## config.mk

```make
export PLATFORM = sky130hd
export DESIGN_NAME = instr_stream_encoder
export DESIGN_NICKNAME = d
export VERILOG_FILES = /design/src/rtl/instr_stream_encoder_pkg.sv /design/src/rtl/instr_format_packer.sv /design/src/rtl/instr_stream_encoder.sv
export SDC_FILE = /design/constraint.sdc
export NUM_CORES = 1
export LEC_CHECK = 0
export ABC_AREA = 1
export CAP_MARGIN = 20
export CORE_AREA = 2 2 84 94
export CTS_CLUSTER_DIAMETER = 100
export DETAILED_ROUTE_END_ITERATION = 10
export DIE_AREA = 0 0 86 96
export HOLD_SLACK_MARGIN = 0.06
export PLACE_DENSITY = 0.85
export SLEW_MARGIN = 30
export SYNTH_ARGS = -nofsm -noshare
export SYNTH_HDL_FRONTEND = slang
export SYNTH_HIERARCHICAL = 1
export SYNTH_SLANG_ARGS = --single-unit
```

## constraint.sdc

```tcl
create_clock -name clk -period 2.4 [get_ports clk]
set_input_delay 0.36 -clock clk [delete_from_list [all_inputs] [get_ports clk]]
set_output_delay 0.36 -clock clk [all_outputs]
set_load 0.05 [all_outputs]
```

## src/rtl/instr_stream_encoder_pkg.sv

```systemverilog
// Shared definitions: RV32I opcodes, loader field-format codes and encoder FSM states.
package instr_stream_encoder_pkg;
   localparam logic [6:0] OP_R      = 7'b0110011;
   localparam logic [6:0] OP_LOAD   = 7'b0000011;
   localparam logic [6:0] OP_STORE  = 7'b0100011;
   localparam logic [6:0] OP_BRANCH = 7'b1100011;

   localparam logic [1:0] FMT_R      = 2'd0;
   localparam logic [1:0] FMT_LOAD   = 2'd1;
   localparam logic [1:0] FMT_STORE  = 2'd2;
   localparam logic [1:0] FMT_BRANCH = 2'd3;

   typedef enum logic [1:0] {
      ST_IDLE  = 2'd0,
      ST_WRITE = 2'd1,
      ST_DONE  = 2'd2
   } state_t;
endpackage

```

## src/rtl/instr_format_packer.sv

```systemverilog
// Combinational packer: instruction fields to a 32-bit RV32I word plus a legality flag.
// Latency 0; no flow control (pure function of its inputs).
module instr_format_packer
   import instr_stream_encoder_pkg::*;
(
   input  logic [1:0]  i_fmt,
   input  logic [4:0]  i_rd,
   input  logic [4:0]  i_rs1,
   input  logic [4:0]  i_rs2,
   input  logic [2:0]  i_funct3,
   input  logic [6:0]  i_funct7,
   input  logic [12:0] i_imm,
   output logic [31:0] o_word,
   output logic        o_legal
);
   always_comb begin
      o_word  = '0;
      o_legal = 1'b1;
      case (i_fmt)
         FMT_R: begin
            o_word = {i_funct7, i_rs2, i_rs1, i_funct3, i_rd, OP_R};
         end
         FMT_LOAD: begin
            o_word  = {i_imm[11:0], i_rs1, i_funct3, i_rd, OP_LOAD};
            o_legal = (i_imm[12] == i_imm[11]);
         end
         FMT_STORE: begin
            o_word  = {i_imm[11:5], i_rs2, i_rs1, i_funct3, i_imm[4:0], OP_STORE};
            o_legal = (i_imm[12] == i_imm[11]);
         end
         default: begin
            // Branch offsets are halfword-aligned; bit 0 has no slot in the encoding.
            o_word  = {i_imm[12], i_imm[10:5], i_rs2, i_rs1, i_funct3,
                       i_imm[4:1], i_imm[11], OP_BRANCH};
            o_legal = ~i_imm[0];
         end
      endcase
   end
endmodule

```

## src/rtl/instr_stream_encoder.sv

```systemverilog
// Encodes field bundles into RV32I words and writes them sequentially to instruction memory.
// One word per 2 cycles (strobe the cycle after accept); in_ready drops while writing and in DONE.
module instr_stream_encoder
   import instr_stream_encoder_pkg::*;
#(
   parameter int ADDR_W = 8,
   parameter int DEPTH  = 256
) (
   input  logic              clk,
   input  logic              rst,
   input  logic              start,
   input  logic              in_valid,
   output logic              in_ready,
   input  logic [1:0]        in_fmt,
   input  logic [4:0]        in_rd,
   input  logic [4:0]        in_rs1,
   input  logic [4:0]        in_rs2,
   input  logic [2:0]        in_funct3,
   input  logic [6:0]        in_funct7,
   input  logic [12:0]       in_imm,
   input  logic              in_last,
   output logic              imem_we,
   output logic [ADDR_W-1:0] imem_addr,
   output logic [31:0]       imem_wdata,
   output logic              core_hold,
   output logic [ADDR_W:0]   count,
   output logic              err,
   output logic              ovf
);
   localparam logic [ADDR_W:0] DEPTH_C = (ADDR_W+1)'(DEPTH);
   localparam logic [ADDR_W:0] LAST_C  = (ADDR_W+1)'(DEPTH - 1);

   state_t              r_state;
   logic                r_last;
   logic                r_in_ready;
   logic                r_we;
   logic [ADDR_W-1:0]   r_addr;
   logic [31:0]         r_wdata;
   logic                r_core_hold;
   logic [ADDR_W:0]     r_count;
   logic                r_err;
   logic                r_ovf;

   logic [31:0]         w_word;
   logic                w_legal;
   logic                w_accept;
   logic                w_full;

   instr_format_packer u_packer (
      .i_fmt    (in_fmt),
      .i_rd     (in_rd),
      .i_rs1    (in_rs1),
      .i_rs2    (in_rs2),
      .i_funct3 (in_funct3),
      .i_funct7 (in_funct7),
      .i_imm    (in_imm),
      .o_word   (w_word),
      .o_legal  (w_legal)
   );

   assign w_accept = in_valid & r_in_ready;
   assign w_full   = (r_count == DEPTH_C);

   always_ff @(posedge clk) begin
      if (rst) begin
         r_state     <= ST_IDLE;
         r_last      <= 1'b0;
         r_in_ready  <= 1'b1;
         r_we        <= 1'b0;
         r_addr      <= '0;
         r_wdata     <= '0;
         r_core_hold <= 1'b1;
         r_count     <= '0;
         r_err       <= 1'b0;
         r_ovf       <= 1'b0;
      end else begin
         case (r_state)
            ST_IDLE: begin
               if (w_accept) begin
                  if (w_full) begin
                     r_ovf       <= 1'b1;
                     r_in_ready  <= 1'b0;
                     r_core_hold <= 1'b0;
                     r_state     <= ST_DONE;
                  end else if (!w_legal) begin
                     r_err <= 1'b1;
                     if (in_last) begin
                        r_in_ready  <= 1'b0;
                        r_core_hold <= 1'b0;
                        r_state     <= ST_DONE;
                     end
                  end else begin
                     r_wdata    <= w_word;
                     r_we       <= 1'b1;
                     r_last     <= in_last;
                     r_in_ready <= 1'b0;
                     r_state    <= ST_WRITE;
                  end
               end
            end
            ST_WRITE: begin
               r_we    <= 1'b0;
               r_count <= r_count + 1'b1;
               // Address saturates on the final word; only start rewinds it.
               if (r_count < LAST_C)
                  r_addr <= r_addr + 1'b1;
               if (r_last) begin
                  r_core_hold <= 1'b0;
                  r_state     <= ST_DONE;
               end else begin
                  r_in_ready <= 1'b1;
                  r_state    <= ST_IDLE;
               end
            end
            ST_DONE: begin
               if (start) begin
                  r_addr      <= '0;
                  r_count     <= '0;
                  r_err       <= 1'b0;
                  r_ovf       <= 1'b0;
                  r_core_hold <= 1'b1;
                  r_in_ready  <= 1'b1;
                  r_state     <= ST_IDLE;
               end
            end
            default: begin
               r_we       <= 1'b0;
               r_in_ready <= 1'b1;
               r_state    <= ST_IDLE;
            end
         endcase
      end
   end

   assign in_ready   = r_in_ready;
   assign imem_we    = r_we;
   assign imem_addr  = r_addr;
   assign imem_wdata = r_wdata;
   assign core_hold  = r_core_hold;
   assign count      = r_count;
   assign err        = r_err;
   assign ovf        = r_ovf;
endmodule

```

### Word level (Yosys, flattened, before mapping)

Index checks and enable logic that the tools add are counted.

* reduce and logical (&&, ||, !) cells: 15
* bitwise gates (word level): 4
* equality and inequality tests: 18
* add/sub/neg operators: 2
* muxes and demuxes: 38
* order comparisons: 1

Operator list (number)
* 32-bit one-hot mux with 3 select lines: 1
* 1-bit two-way mux: 19
* 2-bit inequality test (second input constant): 9
* 9-bit one-hot mux with 2 select lines: 1
* 8-bit two-way mux: 2
* 8-bit one-hot mux with 2 select lines: 1
* 4-bit AND reduction: 4
* 2-bit two-way mux: 6
* 9-bit by 1-bit adder with 9-bit output (second input constant): 1
* 9-bit equality test (second input constant): 1
* 9-bit by 8-bit < comparator with 1-bit output (second input constant): 1
* 9-bit two-way mux: 1
* 8-bit by 1-bit adder with 8-bit output (second input constant): 1
* 1-bit one-hot mux with 2 select lines: 4
* 3-bit inequality test (second input constant): 2
* 1-bit one-hot mux with 3 select lines: 2
* 2-bit one-hot mux with 3 select lines: 1
* 3-bit AND reduction: 2
* 6-bit AND reduction: 1
* 5-bit AND reduction: 1
* 2-bit by 1-bit equality test with 1-bit output (second input constant): 2
* 2-bit equality test (second input constant): 2
* 2-bit logical NOT: 2
* 4-bit inequality test (second input constant): 1
* 7 further kinds: 10

* output and inout bits: 54
* register bits after elaboration: 57
* input bits: 45
* word-level logic and storage cells: 88

### Depth between registers and ports, before layout

* depth after elaboration: 7
* depth in mapped cells: 15
* depth with buffers taken out: 14

### By module

The synthesis kept the hierarchy.

By module, submodules not included
* instr_stream_encoder: seq. area each 1141.1 µm², area each 2745.1 µm², cells an instance 373, times used 1
* instr_format_packer: seq. area each 0.0 µm², area each 483.0 µm², cells an instance 95, times used 1

### Worst setup path after synthesis

No wires, ideal clock.

* path kind: input port to flip-flop
* start: input port in_fmt[0]
* end: register r_state[0]
* stages on the path: 14
* buffers on the path: 1
* library setup time: 0.113 ns
* data required time: 2.287 ns
* slack: 0.608 ns
* arrival: 1.679 ns
* cell sequence: ha_1 -> inv_2 -> nand2_1 -> o21ai_1 -> inv_1 -> nand2_1 -> buf_2 -> inv_1 -> nand2_1 -> nor2_1 -> nand2_1 -> nand2_1 -> nor2_1 -> nor2_1

* cells in the longest elaborated chain, start to end: 7
* elaborated cells between the ends (all ways): 11
* those cells by class: eq/ne (3); mux (5); reduce/logical (3)

Ends and longest elaborated chain
* start: declaration: line instr_stream_encoder.sv:14 `input logic [1:0] in_fmt,`
* 2-bit by 1-bit equality test with 1-bit output or 2-bit equality test (tied branches): line instr_format_packer.sv:19 `case (i_fmt)`
* 2-bit OR reduction (no source line)
* 1-bit one-hot mux with 2 select lines *: line instr_format_packer.sv:19
* net w_legal: line instr_stream_encoder.sv:45 `logic w_legal;`
* 2-bit two-way mux: line instr_stream_encoder.sv:85 `end else if (!w_legal) begin`
* 2-bit two-way mux: line instr_stream_encoder.sv:80 `if (w_full) begin`
* 2-bit two-way mux: line instr_stream_encoder.sv:79 `if (w_accept) begin`
* 2-bit one-hot mux with 3 select lines: line instr_stream_encoder.sv:77 `case (r_state)`
* end signal: assignment: line instr_stream_encoder.sv:84 `r_state <= ST_DONE;`
* end signal: assignment: line instr_stream_encoder.sv:90 `r_state <= ST_DONE;`
* end signal: assignment: line instr_stream_encoder.sv:97 `r_state <= ST_WRITE;`
* end: declaration: line instr_stream_encoder.sv:33 `state_t r_state;`

Mark *: on every way through the listed nets, which the timed path passes. The rest lies on a longest branch. The select of a mux whose other input is x is not followed.
A chain may end at the register's enable or synchronous reset.

### Worst setup path after layout

* start: input port in_fmt[0]
* end: register r_wdata[29] (netlist: imem_wdata[29])

* cells in the longest elaborated chain, start to end: 4
* elaborated cells between the ends (all ways): 7
* those cells by class: eq/ne (2); mux (2); reduce/logical (3)

Ends and longest elaborated chain
* 2-bit by 1-bit equality test with 1-bit output or 2-bit equality test (tied branches): line instr_format_packer.sv:19
* 2-bit OR reduction (no source line)
* 1-bit one-hot mux with 2 select lines *: line instr_format_packer.sv:19
* net w_legal: line instr_stream_encoder.sv:45
* 4-bit AND reduction (no source line) *
* end signal: assignment: line instr_stream_encoder.sv:93 `r_wdata <= w_word;`
* end: declaration: line instr_stream_encoder.sv:38 `logic [31:0] r_wdata;`

Mark *: on every way through the listed nets, which the timed path passes. The rest lies on a longest branch.

==> results_dict.tcl <==
set metrics [dict create \
    status "completed" \
    dp_worst_setup_slack_ps 15.40 \
    power.density_mw_per_mm2 875.2 \
    cts-hold-fix-buffers 0 \
    syn_area_sq_mm 0.003228 \
    h-tree-depth 3 \
    startpoint_type "input pin" \
    min_from "rst" \
    synth_area_per_cell_sq_um 6.898 \
    nFillCells 662 \
    place_congestion 0.9349 \
    skew_ps 8.463 \
    ys_seq_area_share_pct 35.35 \
    numCtsBuffers 9 \
    detail-route-antenna-nets 0 \
    ys_top_cells_by_area "dfxtp_1 (35%), nand2_1 (15%), a21oi_1 (7.9%)" \
    leakage_nw 1.721 \
    fmaxAchievable_mhz 489.5 \
    synth_mux_area_share_pct 0 \
    grt_pass1_wl_microns 14240 \
    final-setup-viol-count 0 \
    fp.dieW_microns 86 \
    synthAdderAreaFrac_pct 4.264 \
    drive_gt1_share_pct 8.602 \
    crit_buf_inv 4 \
    post_cts_buffers 0 \
    multi_input_area_sq_mm 0.001719 \
    ctsRootBufferMaster "clkbuf_8" \
    synth_most_common_cell "nand2_1" \
    endpoint_kind "flip-flop" \
    post-route-drc-count 0 \
    dr.pass1.iters 5 \
    path_cells "clkdlybuf4s50_1 -> inv_1 -> ha_1 -> inv_1 -> nor2_1 -> nand3_1 -> nand2_1 -> buf_4 -> nand3_4 -> nand2_1 -> a21oi_1" \
    maxSlewViolCount 0 \
    whs_path_depth 3 \
    io_pins 99 \
    synth.top_cell.area_share_pct 35.35 \
    yosys-top-cells-count "nand2_1 (130), dfxtp_1 (57), a21oi_1 (51)" \
    regArea_sq_mm 0.001141 \
    drtIter0Drc 117 \
    netlist_instances 468 \
    core_area_sq_mm 0.007308 \
    fin_ws_ps 357.0 \
    clk_pin_slew_ps 70 \
    initial_core_util_pct 44.17 \
    max_stage_delay_ps 510 \
    finalCriticalPeriod_ps 2043 \
    synth_xor_xnor_area_share_pct 0.2713 \
    cts_resized 0 \
    path_delay_family "buffers and inverters" \
    grt_start_max_net_pins 44 \
    clock_path_buffers 2 \
    timing.final.crit_share_pct 85.13 \
    synth_top_family_by_area "simple AND/OR/NAND/NOR gates" \
    max_slew_margin_pct 63.78 \
    yosys.area_share.simple_pct 36.78 \
    hold_path_class "in -> reg" \
    overflow 0 \
    ys_async_sr_fraction_pct 0 \
    totalWireLength_microns 8472 \
    synth.largest_area_cell "dfxtp_1" \
    tritoncts "built" \
    via_per_inst 5.186 \
    fin_nets 609 \
    io_buffers 98 \
    rows 33 \
    critical_path_class "in -> reg" \
    die_area_sq_mm 0.008256 \
    holdPathEnd "in_ready$_SDFFE_PP1P_" \
    worst_path_max_delay_cell "clkdlybuf4s50_1" \
    timing.rr.start "count[0]$_SDFFE_PP0P_" \
    dp_hpwl_microns 6166 \
    via_count 3345 \
    fin_tns_setup_ps 0 \
    required_ps 2600 \
    drv_cap 0 \
    tightest_slew_ps 541.6 \
    ys_types 33 \
    clk_latency_ps 340 \
    reg2reg_slack_ps 460 \
    track_usage_pct 21.63 \
    synth_compound_area_share_pct 11.47 \
    wl_per_cell_microns 13.13 \
    synth_seq_cells 57 \
    yosys_warnings 6 \
    grt_setup_unrepaired "false" \
    r2r-end "imem_wdata[29]$_SDFFE_PP0P_" \
    r2r_cells 8 \
    crit_arrival_ps 2240 \
    clkSinkCount 57 \
    hold_ws_ps 412.3 \
    syn_to_final_growth_pct 35.97 \
    synth-edff-count 0 \
    peakVddDrop_v 0.0003210 \
    final_hold_viol_count 0 \
    antennaDiodeCount 0 \
    first_global_vias 3186 \
    die_y_microns 96 \
    synth_flop_cell "dfxtp_1" \
    critical_path.max_fanout 33 \
    antenna_found_initial 0 \
]
[worst max-delay path by stage]
stage | from | endpoint | slack (ps) | cells after the start
2_1_floorplan | in_fmt[0] | r_state[0]$_SDFFE_PP0P_ | 610 | 14
3_3_place_gp | in_fmt[0] | imem_wdata[12]$_SDFFE_PP0P_ | 80 | 11
3_5_place_dp | in_fmt[0] | imem_wdata[29]$_SDFFE_PP0P_ | 20 | 11
4_1_cts | in_fmt[0] | imem_wdata[29]$_SDFFE_PP0P_ | 360 | 11
5_1_grt | in_fmt[0] | imem_wdata[26]$_SDFFE_PP0P_ | 150 | 11
6_report | in_fmt[0] | imem_wdata[29]$_SDFFE_PP0P_ | 360 | 11
[routing by layer]
layer / vias to the layer above / share of wire (%) / global-route usage, %
li1: 1691 / - / -
met5: - / 0 / 0
met4: 0 / 2.2 / 9.524
met1: 1509 / 44 / 26.67
met2: 127 / 48 / 35.92
met3: 18 / 6.4 / 5.146
[layout by cell type (no fill, tap or decap), drive strengths merged]
master	count
bufinv	2
nor2	40
dfxtp	57
clkinv	1
o22ai	1
xor2	1
clkinvlp	3
a21oi	53
nand4	35
conb	4
buf	7
clkbuf	10
ha	11
inv	44
o21a	1
o21bai	1
nand2	137
nand3	34
o21ai	13
nor3	6
clkdlybuf4s50	97
[stage by stage]
step | std cells | util (%) | power, mW | cell area (sq um)
2_1_floorplan | 470 | - | 2.393 | 3236
3_3_place_gp | 629 | 56.93 | 2.810 | 4160
3_5_place_dp | 629 | 56.93 | 2.834 | 4160
4_1_cts | 645 | 60.06 | 3.866 | 4389
5_1_grt | 645 | 60.06 | 4.089 | 4389
6_report | 645 | 60.06 | 3.841 | 4389
[final cells by class]
type | count | area share (%)
flip-flops and latches | 57 | 26.00
repair buffers | 104 | 23.26
clock inverters | 6 | 2.081
inverters | 44 | 3.877
multi-input cells | 337 | 39.17
well taps | 87 | 2.480
clock buffers | 10 | 3.136
[registers in the layout, indices dropped and copies added (netlist names)]
name and flops:
imem_addr 8, imem_wdata 32, imem_we 1, r_last 1
count 9, in_ready 1, r_state 2, err 1
core_hold 1, ovf 1
[power by group]
group / leakage [nW] / switching (mW) / internal, mW
combinational: 1.15 / 1.10 / 0.544
clock: 0.105 / 0.410 / 0.614
sequential: 0.463 / 0.0965 / 1.08
total: 1.72 / 1.61 / 2.24
[cells by family (layout without fill, tap and decap cells)]
logic type	Yosys count	count (layout)
AND/OR/NAND/NOR	252	252
buffers and inverters	76	164
AO/OA/AOI/OAI	69	69
flip-flops	57	57
adder cells (fa/ha/maj)	11	11
other	2	4
XOR/XNOR	1	1
[tightest hold or removal path, delay by kind of cell]
family	cells	cell delay, ps
buf+inv	2	240
simple gates	1	120
Note: power is estimated with default switching activity, not from simulation.
